**src/rtl/pipe_mem_ctrl.sv**
```systemverilog
`default_nettype none
// +--------------------------------------------------------------------------+
// | Module   : pipe_mem_ctrl                                                 |
// | Purpose  : MEM-stage load/store sequencer with dmem req/ack handshake,   |
// |            pipeline stall/bubble control, alignment and timeout checks.  |
// | Revision : 1.0                                                           |
// +--------------------------------------------------------------------------+
module pipe_mem_ctrl #(
  parameter int TIMEOUT   = 16,
  parameter bit ALIGN_CHK = 1'b1
) (
  input  logic        clock,
  input  logic        reset,
  input  logic        mm2reg,
  input  logic        mwmem,
  input  logic [31:0] malu,
  input  logic [31:0] mb,
  output logic        dmem_req,
  output logic        dmem_we,
  output logic [31:0] dmem_addr,
  output logic [31:0] dmem_wdata,
  input  logic        dmem_ack,
  input  logic        dmem_err,
  input  logic [31:0] dmem_rdata,
  output logic        stall,
  output logic        wb_bubble,
  output logic [31:0] mmo,
  output logic        mem_done,
  input  logic        err_clr,
  output logic        err_misalign,
  output logic        err_bus,
  output logic        err_timeout
);

  typedef enum logic [1:0] {
    ST_IDLE  = 2'd0,
    ST_REQ   = 2'd1,
    ST_DONE  = 2'd2,
    ST_ABORT = 2'd3
  } state_t;

  localparam logic [7:0] C_TMO_LAST = 8'(TIMEOUT - 1);

  state_t      r_state;
  state_t      w_next;
  logic [7:0]  r_timer;
  logic        r_dmem_req;
  logic        r_dmem_we;
  logic [31:0] r_dmem_addr;
  logic [31:0] r_dmem_wdata;
  logic [31:0] r_mmo;
  logic        r_err_misalign;
  logic        r_err_bus;
  logic        r_err_timeout;

  logic        w_acc;
  logic        w_misalign;
  logic        w_tmo;
  logic        w_set_mis;
  logic        w_set_bus;
  logic        w_set_to;

  assign w_acc = mm2reg | mwmem;

  // All MEM-stage accesses are word-sized, so any low address bit is a fault.
  generate
    if (ALIGN_CHK) begin : g_align_on
      assign w_misalign = |malu[1:0];
    end else begin : g_align_off
      assign w_misalign = 1'b0;
    end
  endgenerate

  // An ack arriving in the final timeout cycle takes priority over the abort.
  assign w_tmo = ~dmem_ack & (r_timer == C_TMO_LAST);

  always_comb begin
    w_next    = r_state;
    stall     = 1'b0;
    wb_bubble = 1'b0;
    mem_done  = 1'b0;
    w_set_mis = 1'b0;
    w_set_bus = 1'b0;
    w_set_to  = 1'b0;
    case (r_state)
      ST_IDLE: begin
        if (w_acc) begin
          // Hold the faulting instruction one cycle so ABORT squashes it.
          stall     = 1'b1;
          wb_bubble = 1'b1;
          if (w_misalign) begin
            w_next    = ST_ABORT;
            w_set_mis = 1'b1;
          end else begin
            w_next = ST_REQ;
          end
        end
      end
      ST_REQ: begin
        stall     = 1'b1;
        wb_bubble = 1'b1;
        if (dmem_ack) begin
          if (dmem_err) begin
            w_next    = ST_ABORT;
            w_set_bus = 1'b1;
          end else begin
            w_next = ST_DONE;
          end
        end else if (w_tmo) begin
          w_next   = ST_ABORT;
          w_set_to = 1'b1;
        end
      end
      ST_DONE: begin
        mem_done = 1'b1;
        w_next   = ST_IDLE;
      end
      ST_ABORT: begin
        wb_bubble = 1'b1;
        w_next    = ST_IDLE;
      end
      default: begin
        w_next = ST_IDLE;
      end
    endcase
  end

  always_ff @(posedge clock) begin
    if (reset) begin
      r_state      <= ST_IDLE;
      r_timer      <= 8'd0;
      r_dmem_req   <= 1'b0;
      r_dmem_we    <= 1'b0;
      r_dmem_addr  <= 32'd0;
      r_dmem_wdata <= 32'd0;
      r_mmo        <= 32'd0;
    end else begin
      r_state <= w_next;
      case (r_state)
        ST_IDLE: begin
          if (w_acc && !w_misalign) begin
            r_dmem_req   <= 1'b1;
            r_dmem_we    <= mwmem;
            r_dmem_addr  <= malu;
            r_dmem_wdata <= mb;
            r_timer      <= 8'd0;
          end
        end
        ST_REQ: begin
          r_timer <= r_timer + 8'd1;
          if (dmem_ack || w_tmo) begin
            r_dmem_req <= 1'b0;
          end
          if (dmem_ack && !dmem_err && !r_dmem_we) begin
            r_mmo <= dmem_rdata;
          end
        end
        default: begin
        end
      endcase
    end
  end

  // A new error in the same cycle as err_clr survives the clear.
  always_ff @(posedge clock) begin
    if (reset) begin
      r_err_misalign <= 1'b0;
      r_err_bus      <= 1'b0;
      r_err_timeout  <= 1'b0;
    end else begin
      r_err_misalign <= w_set_mis | (r_err_misalign & ~err_clr);
      r_err_bus      <= w_set_bus | (r_err_bus & ~err_clr);
      r_err_timeout  <= w_set_to  | (r_err_timeout & ~err_clr);
    end
  end

  assign dmem_req     = r_dmem_req;
  assign dmem_we      = r_dmem_we;
  assign dmem_addr    = r_dmem_addr;
  assign dmem_wdata   = r_dmem_wdata;
  assign mmo          = r_mmo;
  assign err_misalign = r_err_misalign;
  assign err_bus      = r_err_bus;
  assign err_timeout  = r_err_timeout;

endmodule
`default_nettype wire

```
**config.mk**
```make
export PLATFORM = sky130hd
export DESIGN_NAME = pipe_mem_ctrl
export DESIGN_NICKNAME = d
export VERILOG_FILES = /design/src/rtl/pipe_mem_ctrl.sv
export SDC_FILE = /design/constraint.sdc
export NUM_CORES = 1
export LEC_CHECK = 0
export ABC_AREA = 1
export BUFFER_PORTS_ARGS = -buffer_cell sky130_fd_sc_hd__buf_2
export CORE_MARGIN = 2
export CORE_UTILIZATION = 45
export CTS_BUF_LIST = sky130_fd_sc_hd__clkbuf_16
export DETAILED_ROUTE_END_ITERATION = 10
export GPL_ROUTABILITY_DRIVEN = 0
export PLACE_DENSITY = 0.88
export SLEW_MARGIN = 20
export SYNTH_ARGS = -nofsm -noshare
export SYNTH_HDL_FRONTEND = slang
export SYNTH_SLANG_ARGS = --single-unit
```
**constraint.sdc**
```tcl
create_clock -name clock -period 2.1 [get_ports clock]
set_input_delay 0.21 -clock clock [delete_from_list [all_inputs] [get_ports clock]]
set_output_delay 0.21 -clock clock [all_outputs]
set_load 0.01 [all_outputs]
```
Word level (Yosys, flattened, before mapping)
Cells that the tools add are included.
{"block": "word_totals", "ff_bits": 111, "out_inout_bits": 104}
{"block": "op_classes", "mux": 24, "n_reduce_logical": 17, "n_addsub": 1, "bitwise": 10, "n_eq_ne": 8}
{"op": "$pmux 8 s2", "n": 1}
{"op": "$mux 1", "n": 14}
{"op": "$add 8x1->8 const B", "n": 1}
{"op": "$eq 8x4->1 const B", "n": 1}
{"op": "$mux 2", "n": 4}
{"op": "$mux 8", "n": 1}
{"op": "$reduce_and 2->1", "n": 4}
{"op": "$ne 2x2->1 const B", "n": 3}
{"op": "$pmux 1 s2", "n": 3}
{"op": "$pmux 2 s3", "n": 1}
{"op": "$reduce_or 2->1", "n": 3}
{"op": "$and 1x1->1", "n": 4}
{"op": "$eq 2x2->1 const B", "n": 2}
{"op": "$or 1x1->1", "n": 4}
{"op": "$logic_and 1x1->1", "n": 3}
{"op": "$logic_not 1->1", "n": 3}
{"op": "$ne 3x3->1 const B", "n": 1}
{"op": "$reduce_and 3->1", "n": 1}
{"op": "$eq 2x1->1 const B", "n": 1}
{"op": "$logic_not 2->1", "n": 1}
{"op": "$not 1->1", "n": 2}
{"op": "$reduce_bool 2->1", "n": 1}
{"op": "$logic_or 1x1->1", "n": 1}

Depth between registers and ports, before layout
Gate-level depths: netlist of run 1.
{"block": "logic_depth", "ltp_word": 6, "mapped_depth": 8}

Worst setup path before layout of run 1
No wires, ideal clock.
{"block": "synth_timing", "path_kind": "reg-to-reg", "start": "register r_state[1]", "end": "register r_dmem_wdata[10] (netlist: dmem_wdata[10])", "t_required_ns": 1.968, "period_less_slack_ns": 1.193, "setup_ns": 0.132, "slack_ns": 0.907, "path_buffers": 2, "stages_incl_launch_ff": 7, "arrival_time_ns": 1.060, "path_cell_list": "dfxtp_1 nor2_2 nand3_4 buf_4 buf_4 nand2_1 a21oi_1"}
{"block": "synth_via", "elab_chain_len": 2}
{"item": "start, declared", "line": "44", "rtl": "state_t r_state;"}
{"item": "start signal, assigned", "line": "138", "rtl": "r_state <= w_next;"}
{"item": "$logic_not 2->1", "line": "139", "rtl": "case (r_state)"}
{"item": "$reduce_and 2->1 (no line)"}
{"item": "end signal, assigned", "line": "145", "rtl": "r_dmem_wdata <= mb;"}
{"item": "end, declared", "line": "50", "rtl": "logic [31:0] r_dmem_wdata;"}
No other way between the ends.
A chain may end at the register's enable or synchronous reset.

Final worst setup path of run 1
{"block": "layout_timing", "start": "register r_state[0]", "end": "output stall"}
{"block": "layout_via", "elab_chain_len": 2, "word_cells_on_any_way": 3, "classes_between": "1 x eq/ne; 1 x mux; 1 x reduce/logical"}
{"item": "$eq 2x1->1 / $logic_not 2->1 (equally long branches)", "line": "85", "rtl": "case (r_state)"}
{"item": "$pmux 1 s2 *", "line": "85"}
{"item": "end, declared", "line": "25", "rtl": "output logic stall,"}
Mark *: on every way between the ends. The rest lies on a longest branch, timed or not.

==> results.md, run 1 <==
* Status: finished clean
* Clk pwr share at 39.7%
* Max-cap violation count at 0
* Diodes inserted at 0
* Max Clock Skew at ~6 ps
* Core area at ~8700 um2
* Yosys warning count at 0
* Critical path, cell by cell: inv_1 -> nor2_2 -> buf_4 -> inv_2 -> nand2_1 -> buf_2
* Critical path class: flip-flop to primary output
* Mapped Nets at around 640
* Period utilisation layout at around 80%
* TritonCTS clock tree: built
* Post-Synthesis Cells at 535
* Via density at approximately 5
* Req. time, crit path at between 1500 and 2000 ps
* Post-synth EDFFs at 0
* Residual DRC at 0
* # fillers at between 700 and 800
* Slew HR at between 60 and 70%
* Layout area overhead at 34.51%
* Final Hold Viols at 0
* Cts-stage hold buffer count at 0
* Maximum VDD drop at 495.6 uV
* Endpoints failing setup at 0
* Vias in the first global route at approximately 4000
* Cell Int Power at 3488 uW
* Seq/Total Area, Yosys at between 50% and 60%
* Row count at 34
* Slowest CP cell: dfxtp_1
* RSZ-0062 raised after global routing: false
* Worst path bufs/invs at 4
* Post-synthesis async set-or-reset flop share at 0%
* Top cells by count, synth: nand2_1 (160), dfxtp_1 (111), nor2_1 (80)
* Post-CTS Resized at 0
* Initial DRT Pass Iterations at 4
* First-pass GRT wire length at ~17000 um
* Initial Util at between 40 and 50%
* Per-cell routed wire length at between 10 and 15 um
* Worst-Skew Late Latency at 330 ps
* WP data arrival at ~1500 ps
* Root buffer cell: clkbuf_16
* Final ANT Viol Nets at 0
* Highest clock rate at ~0.6 GHz
* Ranking of synthesized cells by area: dfxtp_1 (55%), nand2_1 (15%), a21oi_1 (9.5%), nor2_1 (7.4%), o21ai_0 (4.6%)
* Worst min-delay path class: input pin to flip-flop
* Seq cells post-synth at about 110
* Sequential power share at just under 50%
* Yosys cell types at 17
* Share of layout cells above drive strength 1 at 32.20%
* Crit path max-delay family: buffers and inverters
* Pleak at ~0.0026 uW
* Max Buffers Root-to-Sink at 2
* CP Launch Type: flip-flop
* # IOs at 207
* Crit path time final at ~1700 ps
* Port bufs at 206
* Total gr overflow at 0
* Cell Area, Synth at around 4100 um2
* Number of vias in the routed layout at roughly 4100
* Switching power at about 1100 uW
* H-Tree Level Count at 3
* DP Area at slightly above 5000 um2
* Crit end category: primary output
* Power Dens Cells at between 800 and 900 nW/um2
* Die X at roughly 100 um
* Detail Placement HPWL at about 7400 um
* Combinational share of power at a little under an eighth
* Syn avg cell area at between 7 and 8 um2
* DR iter-0 viols at 140
* CP Max Fanout at 10
* Worst-Margin Slew at 520.1 ps
* Num CTS Buffers at 9
* Post-CTS Setup Repair Bufs at 0
* Largest area contributor in the netlist: dfxtp_1
* Worst stage delay on the critical path at roughly 400 ps
* CTS clk-pin slew, worst paths at about 70 ps
* Cell area after layout at 5448 um2
* Final Slew Violations at 0
* Most frequent cell after synthesis: nand2_1
* Synth Flop Type: dfxtp_1
* Switch share at between 20% and 30%
* Largest net degree at the start of global routing at 43
* DIE AREA at slightly below 10000 um2
* GRT Total Usage at slightly above 20%
* Final Net Count at approximately 830
* Setup TNS at 0 ps
* Die height at 98.87 um
* Top cell type's share of synthesized area at about 55%
* Final WL at roughly 10000 um
* CTS sink cnt at roughly 110
* Initial antenna violation count at 0
metrics by stage:
step	std cells	power (uW)	hold slack, ps	utilization [%]	worst slack (ps)
4_1_cts	841	4686	96.33	62.47	409.7
2_1_floorplan	535	2603	337.2	-	907.5
5_1_grt	841	4847	101.1	62.47	308.8
3_5_place_dp	825	2843	445.3	58.71	537.8
6_report	841	4630	105.9	62.47	425.0
3_3_place_gp	825	2824	440.3	58.71	665.0
path summary, 6_finish.rpt:
check                                   from      endpoint  slack, ps  depth (start not counted)
worst min register to register  dmem_addr[0]  dmem_addr[0]        450                          2
worst max register to register    r_state[1]    r_timer[7]        540                          7
worst max-delay path              r_state[0]         stall        430                          6
worst min-delay path                   reset    r_timer[6]        110                          2
sequential cells by signal (all words and copies together), names as in the netlist:
name,cells
r_state,2
dmem_we,1
dmem_addr,32
dmem_req,1
r_timer,8
err_timeout,1
err_bus,1
err_misalign,1
dmem_wdata,32
mmo,32
cells by family after synthesis:
logic type               after synthesis  share of synthesized area (%)
adder cells (fa/ha/maj)                1                         0.3089
AO/OA/AOI/OAI                        114                          14.09
AND/OR/NAND/NOR                      255                          24.50
buffers and inverters                 54                          6.240
flip-flops                           111                          54.87
cell type report:
type	count	area (um2)	area share [%]
sequential	111	2222	40.79
timing repair buffer	214	1104	20.26
clock buffer	9	225.2	4.134
clock inverter	7	102.6	1.883
inverter	22	83.83	1.539
tap	108	135.1	2.480
multi-input combinational	370	1575	28.92
power by group through the flow:
stage	sequential (uW)	clock (uW)	combinational, uW
floorplan	2330	0	269
global placement	2290	0	532
detailed placement	2300	0	546
CTS	2250	1890	549
global route	2260	1980	610
finish	2250	1840	545
routing by layer:
metal | GRT usage (%) | vias to the layer above | share of wire (%)
met2 | 35.14 | 171 | 49
met1 | 22.78 | 1853 | 41
met5 | 0 | - | 0
li1 | - | 2082 | -
met4 | 10.96 | 0 | 2.1
met3 | 5.816 | 20 | 7.9
placed cells by master (no fill, tap or decap), types with 2 or more instances in the layout:
master and count:
nand2_1 160, buf_2 206, nor2_1 80, inv_2 2, o21ai_0 37, buf_4 7, clkinv_2 2, inv_1 19
inv_6 2, clkbuf_16 9, nand3_1 10, dfxtp_1 111, nor2_2 2, bufinv_16 2, a21oi_1 77
Power figures use the tool's default switching activity.
==> run 2: changes to the inputs <==
--- a/config.mk
+++ b/config.mk
@@ -8,11 +8,11 @@
 export ABC_AREA = 1
 export BUFFER_PORTS_ARGS = -buffer_cell sky130_fd_sc_hd__buf_2
 export CORE_MARGIN = 2
-export CORE_UTILIZATION = 45
+export CORE_UTILIZATION = 41
 export CTS_BUF_LIST = sky130_fd_sc_hd__clkbuf_16
 export DETAILED_ROUTE_END_ITERATION = 10
 export GPL_ROUTABILITY_DRIVEN = 0
-export PLACE_DENSITY = 0.88
+export PLACE_DENSITY = 0.85
 export SLEW_MARGIN = 20
 export SYNTH_ARGS = -nofsm -noshare
 export SYNTH_HDL_FRONTEND = slang
==> constraint.sdc (replaced) <==
create_clock -name clock -period 1.4 [get_ports clock]
set_input_delay 0.14 -clock clock [delete_from_list [all_inputs] [get_ports clock]]
set_output_delay 0.14 -clock clock [all_outputs]
set_load 0.01 [all_outputs]
==> results.md, run 2 (synthesis gave the netlist of run 1 again) <==
* Crit end category: primary output
* Req. time, crit path at 1260 ps (-630 ps)
* WP data arrival at 1200 ps (-260 ps)
* Die height at 103.4 um (+4.6%)
* Final Net Count at 844 (+1.4%)
* CTS clk-pin slew, worst paths at 70 ps (about the same)
* Initial antenna violation count at 0 (unchanged)
* Share of layout cells above drive strength 1 at 34.23% (+2.0 points)
* Final Slew Violations at 0 (unchanged)
* Crit path time final at 1342 ps
* Root buffer cell: clkbuf_16
* Critical path class: flip-flop to primary output
* Critical path, cell by cell: nor2_4 -> nand2_1 -> nand2_1 -> buf_2
* Slew HR at 82.45% (+17 points)
* Final ANT Viol Nets at 0 (unchanged)
* Detail Placement HPWL at 7214 um (-2.6%)
* DR iter-0 viols at 179 (+28%)
* Initial Util at 41.82% (-4.6 points)
* Leading cell type in the layout, fill and taps excluded: buf_2
* H-Tree Level Count at 3 (unchanged)
* Port bufs at 206 (unchanged)
* Setup TNS at 0 ps (unchanged)
* RSZ-0062 raised after global routing: false
* Vias in the first global route at 3647 (-8.0%)
* Cell mode on critical path: nand2_1
* Status: finished clean
* Final Hold Viols at 0 (unchanged)
* Pleak at 0.002702 uW (+3.7%)
* CTS sink cnt at 111 (unchanged)
* Via density at 4.703 (-4.1%)
* Total gr overflow at 0 (unchanged)
* Maximum VDD drop at 613.6 uV (+24%)
* Core area at 9684 um2 (+11%)
* M1 GR Usage at 19.42% (-3.4 points)
* Layout area overhead at 41.80%
* First-pass GRT wire length at 15440 um (-7.2%)
* # IOs at 207 (unchanged)
* Number of vias in the routed layout at 4129 (+0.073%)
* Endpoints failing setup at 0 (unchanged)
* Max-cap violation count at 0 (unchanged)
* Max Buffers Root-to-Sink at 2 (unchanged)
* Residual DRC at 0 (unchanged)
* Largest net degree at the start of global routing at 53 (+23%)
* Met2 Track Usage GR at 33.35% (-1.8 points)
* Worst-Skew Late Latency at 340 ps (about the same)
* Max Clock Skew at 8.949 ps (+2.813 ps)
* Met3 Usage GRT at 5.511% (-0.30 points)
* DIE AREA at 10690 um2 (+9.4%)
* Slowest CP cell: dfxtp_2
* GRT busiest layer: met2
* Highest clock rate at between 0.7 and 0.8 GHz
* Initial DRT Pass Iterations at 4 (unchanged)
* Worst min-delay path class: input pin to flip-flop
* GRT Total Usage at 18.06% (-2.4 points)
* Worst stage delay on the critical path at 360 ps (-40 ps)
* Period utilisation layout at a little over nine tenths
* CP Max Fanout at 4 (-6)
* Final WL at 10590 um (+4.4%)
* Diodes inserted at 0 (unchanged)
* Tot Pwr at 6616 uW (+43%)
* Cts-stage hold buffer count at 0 (unchanged)
* Row count at 36 (+5.9%)
* Die X at 103.4 um (+4.6%)
* CP Launch Type: flip-flop
* Worst-Margin Slew at 262.2 ps (-257.9 ps)
* TritonCTS clock tree: built
* Num CTS Buffers at 9 (unchanged)
* Most frequent cells in the layout: buf_2 (205), nand2_1 (158), dfxtp_1 (107)
* Per-cell routed wire length at 12.06 um (about the same)
* Power Dens Cells at 1152 nW/um2 (+36%)
==> run 2: changes by cell type in the layout (fill, tap and decap cells not counted), moves of 2 or more <==
cell        change
clkbuf_16       +5
dfxtp_1         -4
bufinv_16       -2
nand2_1         -2
dfxtp_2         +3
buf_12          +6
clkinvlp_4      +3
nor2_1          -2
buf_6           +4
nor2_4          +2
buf_4           -2
==> run 2: worst max-delay path, delay by kind of cell (launching register included) <==
family / cells / cell delay [ps]
flops: 1 / 360
buf+inv: 1 / 140
simple gates: 3 / 370
==> run 2: repair_timing <==
item,in CTS,in global routing
resized for setup,3,20
pin swaps,1,2
setup endpoints to repair,1,36
buffers inserted,1,0
gates cloned,0,5
==> run 2: stage by stage <==
stage | cell area, um2 | utilization (%) | hold slack, ps | std cells | setup slack [ps]
finish | 5743 | 59.30 | 36.19 | 878 | 58.49
global route | 5743 | 59.30 | 34.43 | 878 | 0.2617
CTS | 5557 | 57.38 | 26.44 | 873 | 2.709
detailed placement | 5271 | 54.43 | 392.6 | 856 | 84.29
global placement | 5271 | 54.43 | 388.8 | 856 | 114.9
floorplan | 4050 | - | 267.2 | 535 | 207.5
==> run 2: final timing paths <==
path                startpoint             to  slack [ps]  cells after the start
setup reg to reg    r_state[0]        mmo[17]          70                      9
setup / recovery    r_state[1]      wb_bubble          60                      4
hold reg to reg   dmem_addr[1]   dmem_addr[1]         450                      2
hold / removal        malu[31]  dmem_addr[31]          40                      3
==> run 2: final cells by class <==
cell class	count	area [um2]
Clock buffer	9	225.2
Clock inverter	7	42.54
Fill cell	888	3941
Inverter	22	93.84
Multi-Input combinational cell	370	1612
Sequential cell	111	2230
Tap cell	133	166.4
Timing Repair Buffer	226	1374
==> run 2: power breakdown <==
group / leakage [uW] / switching (uW) / internal [uW]
sequential: 0.000903 / 78.1 / 3300
clock: 0.000128 / 1100 / 1190
combinational: 0.00167 / 516 / 432
==> run 2: layer usage <==
layer / vias up / share of wire (%) / wire length, um
met5: - / 0 / 0
met2: 162 / 50 / 5257
met4: 0 / 1.8 / 186
met3: 17 / 8.0 / 850
met1: 1841 / 41 / 4297
li1: 2109 / - / -
